## config.mk

```make
export PLATFORM = sky130hd
export DESIGN_NAME = seq_alu
export DESIGN_NICKNAME = d
export VERILOG_FILES = /design/src/rtl/seq_alu.sv
export SDC_FILE = /design/constraint.sdc
export NUM_CORES = 1
export LEC_CHECK = 0
export CAP_MARGIN = 20
export CELL_PAD_IN_SITES_DETAIL_PLACEMENT = 0
export CELL_PAD_IN_SITES_GLOBAL_PLACEMENT = 1
export CORE_ASPECT_RATIO = 1.4
export CORE_MARGIN = 3
export CORE_UTILIZATION = 30
export DETAILED_ROUTE_END_ITERATION = 7
export HOLD_SLACK_MARGIN = 0.05
export PLACE_DENSITY_LB_ADDON = 0.08
export SETUP_SLACK_MARGIN = 0.5
export SLEW_MARGIN = 30
export SYNTH_ARGS = -nofsm -noshare
export SYNTH_HDL_FRONTEND = slang
export SYNTH_SLANG_ARGS = --single-unit
```

## constraint.sdc

```tcl
create_clock -name clk -period 7.35 [get_ports clk]
set_clock_uncertainty 0.15 [all_clocks]
set_input_delay 1.47 -clock clk [delete_from_list [all_inputs] [get_ports clk]]
set_output_delay 1.47 -clock clk [all_outputs]
set_load 0.02 [all_outputs]
```

## src/rtl/seq_alu.sv

```systemverilog
`default_nettype none
// ============================================================================
// Module   : seq_alu
// Brief    : ALU with single-cycle logic/arith/shift ops and multi-cycle
//            unsigned shift-add multiply and restoring divide.
// Revision : 1.0 - initial release
// ============================================================================
module seq_alu #(
    parameter  int WIDTH = 32,
    localparam int SHW   = $clog2(WIDTH)
) (
    input  logic             clk,
    input  logic             rst,
    input  logic             in_valid,
    output logic             in_ready,
    input  logic [WIDTH-1:0] op1,
    input  logic [WIDTH-1:0] op2,
    input  logic [SHW-1:0]   shamt,
    input  logic [3:0]       ALUsignal,
    output logic             out_valid,
    output logic [WIDTH-1:0] result,
    output logic [WIDTH-1:0] hi,
    output logic             ZF,
    output logic             OF,
    output logic             busy
);

    localparam logic [1:0] IDLE = 2'd0;
    localparam logic [1:0] MUL  = 2'd1;
    localparam logic [1:0] DIV  = 2'd2;

    localparam logic [3:0] c_op_add  = 4'd0;
    localparam logic [3:0] c_op_and  = 4'd1;
    localparam logic [3:0] c_op_nor  = 4'd2;
    localparam logic [3:0] c_op_or   = 4'd3;
    localparam logic [3:0] c_op_slt  = 4'd4;
    localparam logic [3:0] c_op_sltu = 4'd5;
    localparam logic [3:0] c_op_sll  = 4'd6;
    localparam logic [3:0] c_op_srl  = 4'd7;
    localparam logic [3:0] c_op_sub  = 4'd8;
    localparam logic [3:0] c_op_sra  = 4'd9;
    localparam logic [3:0] c_op_xor  = 4'd10;
    localparam logic [3:0] c_op_mulu = 4'd11;
    localparam logic [3:0] c_op_divu = 4'd12;

    localparam logic [SHW:0] c_cnt_init = (SHW+1)'(WIDTH);
    localparam logic [SHW:0] c_cnt_last = (SHW+1)'(1);

    logic [1:0]       r_state;
    logic [SHW:0]     r_cnt;
    logic [WIDTH-1:0] r_a;      // product high half / partial remainder
    logic [WIDTH-1:0] r_b;      // multiplier / dividend shifting into quotient
    logic [WIDTH-1:0] r_m;      // multiplicand / divisor
    logic [WIDTH-1:0] r_result;
    logic [WIDTH-1:0] r_hi;
    logic             r_zf;
    logic             r_of;
    logic             r_out_valid;

    logic             w_accept;
    logic [WIDTH-1:0] w_sum;
    logic [WIDTH-1:0] w_diff;
    logic [WIDTH-1:0] w_res;
    logic [WIDTH-1:0] w_hi;
    logic             w_of;
    logic [WIDTH:0]   w_mul_sum;
    logic [2*WIDTH-1:0] w_mul_next;
    logic [WIDTH:0]   w_div_shift;
    logic [WIDTH:0]   w_div_diff;
    logic             w_div_ge;
    logic [WIDTH-1:0] w_div_rem;
    logic [WIDTH-1:0] w_div_quo;

    assign busy      = (r_state != IDLE);
    assign in_ready  = ~busy;
    assign w_accept  = in_valid & in_ready;
    assign out_valid = r_out_valid;
    assign result    = r_result;
    assign hi        = r_hi;
    assign ZF        = r_zf;
    assign OF        = r_of;

    assign w_sum  = op1 + op2;
    assign w_diff = op1 - op2;

    always_comb begin
        w_res = '0;
        w_hi  = '0;
        w_of  = 1'b0;
        case (ALUsignal)
            c_op_add: begin
                w_res = w_sum;
                w_of  = (op1[WIDTH-1] == op2[WIDTH-1]) && (w_sum[WIDTH-1] != op1[WIDTH-1]);
            end
            c_op_and:  w_res = op1 & op2;
            c_op_nor:  w_res = ~(op1 | op2);
            c_op_or:   w_res = op1 | op2;
            c_op_slt:  w_res = {{(WIDTH-1){1'b0}}, ($signed(op1) < $signed(op2))};
            c_op_sltu: w_res = {{(WIDTH-1){1'b0}}, (op1 < op2)};
            c_op_sll:  w_res = op2 << shamt;
            c_op_srl:  w_res = op2 >> shamt;
            c_op_sub: begin
                w_res = w_diff;
                w_of  = (op1[WIDTH-1] != op2[WIDTH-1]) && (w_diff[WIDTH-1] != op1[WIDTH-1]);
            end
            c_op_sra:  w_res = $signed(op2) >>> shamt;
            c_op_xor:  w_res = op1 ^ op2;
            // Only reached here for the divide-by-zero shortcut.
            c_op_divu: begin
                w_res = '1;
                w_hi  = op1;
            end
            default: begin
                w_res = '0;
                w_hi  = '0;
            end
        endcase
    end

    assign w_mul_sum  = {1'b0, r_a} + (r_b[0] ? {1'b0, r_m} : {(WIDTH+1){1'b0}});
    assign w_mul_next = {w_mul_sum, r_b[WIDTH-1:1]};

    assign w_div_shift = {r_a, r_b[WIDTH-1]};
    assign w_div_diff  = w_div_shift - {1'b0, r_m};
    assign w_div_ge    = ~w_div_diff[WIDTH];
    assign w_div_rem   = w_div_ge ? w_div_diff[WIDTH-1:0] : w_div_shift[WIDTH-1:0];
    assign w_div_quo   = {r_b[WIDTH-2:0], w_div_ge};

    always_ff @(posedge clk or posedge rst) begin
        if (rst) begin
            r_state     <= IDLE;
            r_cnt       <= '0;
            r_a         <= '0;
            r_b         <= '0;
            r_m         <= '0;
            r_result    <= '0;
            r_hi        <= '0;
            r_zf        <= 1'b0;
            r_of        <= 1'b0;
            r_out_valid <= 1'b0;
        end else begin
            r_out_valid <= 1'b0;
            case (r_state)
                IDLE: begin
                    if (w_accept) begin
                        if (ALUsignal == c_op_mulu) begin
                            r_state <= MUL;
                            r_cnt   <= c_cnt_init;
                            r_a     <= '0;
                            r_b     <= op2;
                            r_m     <= op1;
                        end else if (ALUsignal == c_op_divu && op2 != '0) begin
                            r_state <= DIV;
                            r_cnt   <= c_cnt_init;
                            r_a     <= '0;
                            r_b     <= op1;
                            r_m     <= op2;
                        end else begin
                            r_result    <= w_res;
                            r_hi        <= w_hi;
                            r_zf        <= (w_res == '0);
                            r_of        <= w_of;
                            r_out_valid <= 1'b1;
                        end
                    end
                end
                MUL: begin
                    {r_a, r_b} <= w_mul_next;
                    r_cnt      <= r_cnt - 1'b1;
                    if (r_cnt == c_cnt_last) begin
                        r_result    <= w_mul_next[WIDTH-1:0];
                        r_hi        <= w_mul_next[2*WIDTH-1:WIDTH];
                        r_zf        <= (w_mul_next[WIDTH-1:0] == '0);
                        r_of        <= 1'b0;
                        r_out_valid <= 1'b1;
                        r_state     <= IDLE;
                    end
                end
                DIV: begin
                    r_a   <= w_div_rem;
                    r_b   <= w_div_quo;
                    r_cnt <= r_cnt - 1'b1;
                    if (r_cnt == c_cnt_last) begin
                        r_result    <= w_div_quo;
                        r_hi        <= w_div_rem;
                        r_zf        <= (w_div_quo == '0);
                        r_of        <= 1'b0;
                        r_out_valid <= 1'b1;
                        r_state     <= IDLE;
                    end
                end
                default: r_state <= IDLE;
            endcase
        end
    end

endmodule
`default_nettype wire

```

# After elaboration in Yosys (flattened, before gate mapping)
# Index checks and enable logic that the tools add are counted.
# op_classes
n_addsub	5
order_cmp	2
n_eq_ne	26
shifts	3
mux	52
n_bitwise	7
reduce_logical	20
# op_table
op	count
$mux W32	21
$pmux W32 S12	1
$pmux W32 S3	4
$logic_not A32 Y1	3
$lt A32 B32 Y1	2
$add A32 B32 Y33	1
$sub A33 B32 Y33	1
$add A32 B32 Y32	1
$and A32 B32 Y32	1
$not A32 Y32	1
$or A32 B32 Y32	1
$reduce_bool A32 Y1	1
$shl A32 B5 Y32	1
$shr A32 B5 Y32	1
$sshr A32 B5 Y32	1
$sub A32 B32 Y32	1
$xor A32 B32 Y32	1
$eq A4 B4 Y1 const B	5
$mux W6	3
$eq A4 B3 Y1 const B	4
$mux W1	13
$pmux W6 S2	1
$reduce_and A3 Y1	4
$ne A2 B2 Y1 const B	5
24 further kinds	37
# word_totals
reg_bits	171
inputBits	76
out_inout_bits	69
elab_cells	125

# Logic depth before layout (Yosys ltp)
# Gate-level depths: netlist of run 1.
# depth
word_depth	8
ltp_mapped	17
mapped_depth_nobuf	15

# Worst setup path before layout of run 1
# No wires, ideal clock.
# synth_path
path_type	input -> register
start	in op2[8]
end	reg r_zf, in the netlist ZF
setup_time_ps	77
t_arrival_ps	5021
required_time_ps	7123
path_slack_ps	2103
cell_stages	15
n_path_buf	2
cell_sequence	clkbuf_1 inv_1 ha_1 clkbuf_1 inv_1 o31ai_1 a21oi_2 o41ai_2 mux2_1 or4_1 a311oi_1 and4_1 nand4b_1 nand4b_1 o21ai_1
# synth_between
elab_chain_cells	8
word_cells_on_any_way	21
cone_classes	add/sub (2); order compare (2); eq/ne (1); shift (3); mux (5); bitwise (4); reduce/logical (4)
# synth_lines
item	line	source
from (decl)	17	input logic [WIDTH-1:0] op2,
parallel branches: the longest is 8 deep, another holds $sub A32 B32 Y32	-	
to (signal assigned)	161	r_zf <= (w_res == '0);
to (signal assigned)	173	r_zf <= (w_mul_next[WIDTH-1:0] == '0);
to (signal assigned)	186	r_zf <= (w_div_quo == '0);
to (decl)	56	logic r_zf;
# Parallel ways; which one is timed is not known. The select of a mux whose other input is x is not followed.
# A chain may end at the register's enable or synchronous reset.

# Worst setup path in the final report of run 1
# layout_path
start	in op2[12]
end	reg r_zf, in the netlist ZF
# Same word-level chain as after synthesis.

==> results of run 1 <==
## registers in the layout, summed over array words and instances, names as in the netlist
| signal | flops |
|---|---|
| hi | 32 |
| r_b | 32 |
| r_a | 32 |
| r_cnt | 6 |
| result | 32 |
| OF | 1 |
| ZF | 1 |
| r_state | 2 |
| out_valid | 1 |
| r_m | 32 |
## cells in the final DEF (no fill, tap or decap), types with 10 or more instances in the layout
| cell | n |
|---|---|
| or3_1 | 10 |
| a311oi_1 | 10 |
| o22ai_1 | 32 |
| a221oi_1 | 21 |
| a211oi_1 | 28 |
| o221ai_1 | 20 |
| o21bai_1 | 23 |
| nand4_1 | 28 |
| nand2b_1 | 27 |
| inv_1 | 164 |
| ha_1 | 177 |
| xor2_1 | 31 |
| xnor2_1 | 59 |
| dfrtp_1 | 171 |
| clkbuf_16 | 17 |
| o21ai_0 | 262 |
| nor4_1 | 32 |
| a21o_1 | 54 |
| buf_4 | 142 |
| a31oi_1 | 52 |
| nand3_1 | 55 |
| o21a_1 | 11 |
| mux2i_1 | 112 |
| a221o_1 | 40 |
| clkdlybuf4s50_1 | 138 |
| mux4_2 | 72 |
| a22oi_1 | 25 |
| mux2_2 | 29 |
| and3_1 | 29 |
| nand2_1 | 297 |
| nor2_1 | 269 |
| nor2b_1 | 23 |
| or2_2 | 10 |
| o211ai_1 | 40 |
| o31ai_1 | 32 |
| nor3_1 | 59 |
| and2_1 | 49 |
| a21oi_1 | 273 |
## power breakdown
part / total [W] / switching [W] / internal (W)
combinational: 0.00672 / 0.00410 / 0.00262
sequential: 0.00189 / 0.000485 / 0.00141
clock: 0.000991 / 0.000470 / 0.000522
total: 0.00961 / 0.00506 / 0.00455
## metrics by stage
stage | utilization [%] | TNS (ns)
2_1_floorplan | - | 0
3_3_place_gp | 34.17 | -0.03558
3_5_place_dp | 34.22 | 0
4_1_cts | 35.03 | 0
5_1_grt | 35.12 | 0
6_report | 35.12 | 0
## synthesized netlist by cell type (all sizes together), types with 57 or more instances
master  instances
a21oi         274
buf            66
clkbuf        177
dfrtp         171
ha            178
inv           167
mux2i         112
mux4           72
nand2         297
nand3          57
nor2          271
nor3           60
o21ai         268
xnor2          59
## critical path, delay by kind of cell
kind / cells / cell delay, ns
compound gates: 3 / 1.15
buf+inv: 3 / 1.42
simple gates: 8 / 2.83
## layout make-up
type,count,area (um^2)
inverter,169,641.9
clock buffer,17,425.4
fill,8321,50070
sequential,171,4279
tap,1037,1297
timing repair buffer,287,2557
clock inverter,15,197.7
antenna,1,2.502
multi-input combinational,2496,17700
## logic make-up after synthesis
family / count (synthesis) / synth area share [%]
xor gates and xnor gates: 90 / 3.348
AOI/OAI and AO/OA: 1061 / 29.29
adders and majority gates: 182 / 9.800
DFF: 171 / 18.18
muxes: 215 / 13.15
and+or+nand+nor: 948 / 19.00
buffers and inverters: 412 / 7.233
## final timing paths
path / endpoint / cells past startpoint / start / slack, ns
min in group asynchronous: hi[30] / 2 / rst / 1.21
max in group asynchronous: r_b[22] / 3 / rst / 4.69
worst min-delay path: hi[14] / 2 / hi[14] / 0.33
worst max-delay path: ZF / 14 / op2[12] / 0.69
worst max register to register: result[0] / 15 / r_b[31] / 2.15
worst min register to register: hi[14] / 2 / hi[14] / 0.33
## routing by layer
metal,vias up,wire length [um]
met5,-,0
met2,1039,65050
met1,12670,51570
met3,259,5159
met4,0,8464
li1,11540,-
==> results.md, run 1 <==
GRT:
- The met2 usage is around 56%.
- Global routing finished with a remaining overflow of 0.
- The initial antenna violation count came to 2.
- The via count of the first global-routing pass is 25,080.
- Global routing consumed, on the met3 layer, under 10% of the routing resources.
- In the global route stage, met1 resource usage came out at between 30% and 40%.
- The all-layer global routing usage is between 30% and 40%.
- In this run the most used layer during global routing was met2.
- The first-pass GRT wire length is between 150,000 and 200,000 um.
- The maximum number of pins on one net before global-route repair is 110.

Floorplanning:
- The floorplan step defined a core boundary enclosing 77,170 um^2.
- The die covers ~82,000 um^2.
- The initial cell density of the core is 30.51%.
- The floorplan row count is 120.
- The number of top-level pins is 145.
- The overall die height is between 300 and 400 um.
- The die is 242.8 um wide.

Yosys:
- The cell count after synthesis came out at approximately 3,000.
- In this run, distinct cell masters in the synthesized netlist total 94.
- Summed over all instances, the cell type with the most area after synthesis is dfrtp_1.
- For this run, the register share of the synthesized area comes to between 10% and 20%.
- The number of warnings issued by yosys is 0.
- In the synthesized netlist the dominant register cell turns out to be dfrtp_1.
- In this run the biggest area consumer among cell types represents 18.18% of the synthesized area.
- By area the synthesized netlist is led by dfrtp_1 (18%), ha_1 (9.5%), mux4_2 (6.9%).
- The number of synthesized flops with an enable pin is 0.
- The netlist area before placement is between 20,000 and 25,000 um^2.
- The net count after synthesis is approximately 3,300.
- The flop and latch count out of synthesis is 171.
- Counting flops with an async set or reset pin after synthesis yields a share of 100.0%.
- Each instance of the synthesized netlist takes up on average approximately 7.6 um^2.

STA:
- The smallest clock period supported by the final layout is computed as approximately 6.7 ns.
- The final hold violation count was 0.
- The relative slew slack is a little over a fifth.
- The final number of setup-violating endpoints is 0.
- At the pin with the least slew margin, the transition time is 1.180 ns.
- The fmax is 150.1 MHz.
- Across all setup checks in the final design, the least slack found is roughly 0.69 ns.
- The worst hold slack across all endpoints is roughly 0.33 ns.
- Of the available clock period, the critical path in the final layout requires approximately nine tenths.
- Setup repair after global routing left no endpoint under its margin.
- The max-slew violation count is 0.

Power and ir drop:
- The design draws 0.009609 W.
- In this run the static leakage power is ~12 nW.
- Across the VDD grid, the largest voltage drop is about 0.43 mV.
- Power spread over the standard cell area amounts to 354.5 nW/um^2.

Routing:
- The DRC violation count after routing is 0.
- For this block, the routed nets add up to approximately 130,000 um of wire.
- The via-per-instance ratio is between 6 and 7.
- For this block, the initial DRC count from the detailed router was 2,394.
- The number of detailed-route iterations in the first pass is 6.
- The overall via count from detail_route is 25,510.
- The detail route stage leaves a number of antenna-violating nets equal to 0.
- Dividing the detail-routed wire length by the instance count gives between 30 and 40 um.

Cells and area:
- The area of all placed cells without fillers is approximately 27,000 um^2.
- Once layout is complete, the cells apart from fillers number approximately 4,200.
- After the last flow step, the layout net total stands at about 3,400.
- The ratio of cells with drive above 1 in the final layout is roughly 11%.
- Relative to the synthesized area, the layout overhead comes to 15.12%.

Flow run:
- The number of violations of the max-capacitance limit is 0.

Clocking:
- The cell chosen for the clock root is clkbuf_16.
- TritonCTS built the clock tree.
- The clock passes through at most 2 buffers.
- The CTS buffer count is 17.
- The count of hold-fix buffers inserted at cts is 0.
- The TritonCTS sink count is ~170.
- The clock insertion delay at the later pin of the skew report is about 0.46 ns.
- CTS built an H-tree with a depth of 4.
- The number of resized instances in the post-cts repair step is 0.
- The number of setup buffers added after CTS is 0.
- The post-CTS clock slew at the launch and capture registers of the worst setup and hold paths is approximately 0.08 ns.

Place:
- The number of port buffers is between 100 and 150.
- OpenSTA, run right after detailed placement, puts the worst setup slack at between 0.3 and 0.4 ns.
- Once detailed placement completed, the half-perimeter wirelength came to ~110,000 um.
- The routability congestion estimate is 1.053.
- The instance area at placement is 26,410 um^2.
- Including well taps, the total number of placed cells is 4,158.

Worst setup path:
- The sort of element at the start of the critical path is an input pin.
- The data required time of the worst path is around 7.6 ns.
- The cell type of the slowest stage on the worst timing path is nor4_1.
- The data arrival time of the worst path is just under 7 ns.
- The critical path goes through clkdlybuf4s50_1 -> buf_4 -> nor4_1 -> nand4_1 -> o21ai_0 -> buf_4 -> nand3_1 -> a21o_1 -> or2_4 -> or4_1 -> nor4_1 -> nand4b_1 -> nand4b_1 -> o21ai_1.
- The type of destination of the critical path is a flip-flop.
- For this run, the slowest stage of the critical path takes 0.83 ns.
- By startpoint and endpoint, the worst setup path is classified as in2reg.
- In this run the worst path has a maximum fanout of 9.

Min path:
- In this run the worst hold path is classified as reg2reg.

Status:
- The run finished with clean final reports.
Power figures use the tool's default switching activity.
==> run 2, diff against run 1 <==
--- a/config.mk
+++ b/config.mk
@@ -5,6 +5,7 @@
 export SDC_FILE = /design/constraint.sdc
 export NUM_CORES = 1
 export LEC_CHECK = 0
+export ABC_AREA = 1
 export CAP_MARGIN = 20
 export CELL_PAD_IN_SITES_DETAIL_PLACEMENT = 0
 export CELL_PAD_IN_SITES_GLOBAL_PLACEMENT = 1
==> run 2 against run 1 <==
- fmax increased by 20%
- power down 8.2%
- cell count rose by 25%
- die area up 0.45%
- first-iteration DRC count fell by 8.8%
- clock power increased by 16%
- register-to-register slack improved by 0.48 ns
- critical path type unchanged
==> results.md, run 2 <==
Yosys:
- Yosys printed 0 warnings.
- After synthesis, the cell types taking the most area are nand2_1 (20%), dfrtp_1 (18%), nand3_1 (11%).
- The net count after synthesis is roughly 4,400.
- The synthesized design contains ~170 register bits.
- The cell with the most instances after synthesis is nand2_1.
- The mean cell area of the mapped netlist is between 5 and 6 um^2.
- The cell count after synthesis is 4,156.
- The commonest cells after synthesis are nand2_1 (1,239), nand3_1 (505), inv_1 (504), nor2_1 (406), o21ai_0 (293).
- Counting distinct cell types in the post-synthesis netlist gives 51.
- The top-area cell type share of the netlist area is between 10% and 20%.
- Summed over all instances, the cell type with the most area after synthesis is nand2_1.
- The netlist area before placement is about 24,000 um^2.
- In this run, synthesis inferred 0 flip-flops with an integrated enable.
- The main flop type after synthesis is dfrtp_1.
- After synthesis, the share of flip-flops with an asynchronous set or reset is 100.0%.
- The share of the yosys chip area belonging to registers is a little under a fifth.

Cells and area:
- In the layout the commonest cells are nand2_1 (1,236), nand3_1 (505), inv_1 (502).
- The layout overhead on the synthesized area is 13.15%.
- After the last flow step, the layout net total stands at roughly 4,500.
- 0 antenna diodes ended up in the layout.
- The most frequent standard cell in the layout excluding fill and tap cells is nand2_1.
- The ratio of cells with drive above 1 in the final layout is 3.855%.
- The finished cells cover roughly 27,000 um^2.

STA:
- The final hold violation count was 0.
- Subtracting the final worst setup slack from the clock period gives 5.543 ns.
- The setup total negative slack is 0 ns.
- In this run the tightest slew margin relative to its limit is 31.63%.
- For this run, the top clock speed supported by timing is approximately 180 MHz.
- The transition time at the pin with the least slew margin is between 1 and 1.5 ns.
- Setup violations remaining at the end of the flow were counted as 0.
- The worst hold slack across all endpoints is around 0.34 ns.
- The max-slew violation count is 0.
- In the finished design, the share of the clock period the worst path needs comes to between 70% and 80%.
- Setup repair after global routing left no endpoint under its margin.

Worst setup path:
- In this run the critical register-to-register path is captured at hi[31].
- Tracing the worst setup path back leads to its startpoint at op2[0].
- The data required time of the worst path is about 7.6 ns.
- The worst setup path is captured at a flip-flop.
- Counting cells, the worst reg-to-reg path comes to 16.
- In this run the critical register-to-register path is launched from r_b[0].
- In this run the worst path has a maximum fanout of 48.
- Following the worst setup path forward leads to its endpoint at hi[30].
- The sort of element at the start of the critical path is an input pin.
- STA puts the critical path data arrival time at slightly below 6 ns.
- The critical path in this run is classified as in2reg.
- Across all register-to-register paths, the minimum setup slack is between 2 and 3 ns.

Min path:
- The type of the tightest min-delay check is reg2reg.

Status:
- The flow ran to the end, and the final reports show no timing, DRC or antenna violations.

Floorplanning:
- In this run the standard cell core region covers between 70,000 and 80,000 um^2.
- The x dimension of the die is roughly 240 um.
- The number of top-level pins is roughly 150.
- The area enclosed by the die boundary is roughly 82,000 um^2.
- For this configuration, the core starts out at a cell density of 30.33%.
- The die is 338.2 um tall.
- The floorplan has approximately 120 rows.

Routing:
- The routed wire length per instance is 25.93 um.
- The number of nets still failing antenna checks after routing is 0.
- For this block, the via count after detailed routing is roughly 29,000.
- After detailed routing, the total wire length is around 140,000 um.
- The number of detailed-route iterations in the first pass is 6.
- The via-per-instance ratio is ~5.4.
- In this run, the number of DRC markers left after iteration 0 of detailed routing was roughly 2,200.
- The DRC violation count after routing is 0.

Clocking:
- The H-tree was split into 4 levels.
- The clock insertion delay at the later pin of the skew report is approximately 0.52 ns.
- The cell chosen for the clock root is clkbuf_16.
- The TritonCTS clock tree is done.
- The post-CTS clock slew at the launch and capture registers of the worst setup and hold paths is ~0.08 ns.
- The CTS buffer count is 25.
- The maximum root-to-sink buffer count is 3.
- CTS saw around 170 sinks.
- The number of resized instances in the post-cts repair step is 0.
- In this run the post-CTS setup repair buffer count came out at 0.
- The count of hold-fix buffers inserted at cts is 0.

GRT:
- The maximum number of pins on one net before global-route repair is around 130.
- The via count of the first global-routing pass came to 28,370.
- The all-layer global routing usage is a little under a third.
- The initial antenna violation count is 3.
- The first-pass GRT wire length is 193,600 um.
- The total overflow left after global routing is 0.

Place:
- Summing all placed instances gives a cell area of between 20,000 and 30,000 um^2.
- The routability congestion estimate is between 1 and 1.5.
- Detailed placement ended at an HPWL of approximately 110,000 um.
- The number of port buffers is roughly 140.

Power and ir drop:
- Total power for the finished layout comes to around 0.009 W.
- In this run the static leakage power is 13.42 nW.
- The power per standard cell area is about 330 nW/um^2.
- Across the VDD grid, the largest voltage drop is between 0.15 and 0.2 mV.

Flow run:
- The number of violations of the max-capacitance limit is 0.
-- run 2: area by class of cell --
| cell class | count | area, um^2 |
|---|---|---|
| Fill cell | 8980 | 51210 |
| Inverter | 515 | 1941 |
| Tap cell | 1045 | 1308 |
| Sequential cell | 171 | 4280 |
| Multi-Input combinational cell | 3289 | 16650 |
| Timing Repair Buffer | 194 | 1842 |
| Clock inverter | 5 | 100.1 |
| Clock buffer | 28 | 636.9 |
-- run 2: where the power goes --
part | total [W] | switching (W) | leakage, nW | internal, W
clock | 0.00115 | 0.000433 | 0.362 | 0.000715
combinational | 0.00587 | 0.00395 | 10.9 | 0.00192
sequential | 0.00180 | 0.000425 | 2.16 | 0.00138
-- run 2: routing by layer --
metal	track usage [%]	share of wire, %	vias up
li1	-	-	13670
met1	34.32	37	13550
met2	59.19	51	938
met3	1.854	3.4	336
met4	22.89	8.5	4
met5	0	0.018	-
-- run 2: through the flow --
step	cells	worst slack [ns]	utilization (%)
CTS	5247	1.951	34.32
floorplan	4156	1.098	-
global route	5247	1.736	34.32
global placement	5212	1.480	33.30
finish	5247	1.807	34.32
detailed placement	5214	1.424	33.38
-- run 2: worst min-delay path by stage --
stage	from	to	slack (ns)	cells past startpoint
CTS	result[7]	result[7]	0.35	2
detailed placement	hi[26]	hi[26]	0.32	2
global route	result[28]	result[28]	0.36	2
finish	hi[26]	hi[26]	0.34	2
floorplan	r_cnt[5]	r_cnt[5]	0.30	2
global placement	r_cnt[5]	r_cnt[5]	0.32	2
-- run 2: logic make-up (layout without fill, tap and decap cells) --
group                      count (synthesis)  in the layout  share of synthesized area [%]
AOI/OAI and AO/OA                        761            761                          18.28
xor gates and xnor gates                  21             21                         0.7777
adders and majority gates                182            182                          9.756
buffers and inverters                    696            742                          11.78
DFF                                      171            171                          18.09
and+or+nand+nor                         2325           2325                          41.31
-- run 2: critical path, stage by stage --
cell and delay [ns]:
clkdlybuf4s50_1 0.64, nor4_1 0.93, nand4_1 0.48, o21ai_1 0.49
nand2_1 0.10, nand2_1 0.14, nand2_1 0.08, inv_2 0.07
nand2_2 0.05, inv_2 0.69, buf_4 0.33, or2_2 0.12
a21boi_0 0.17
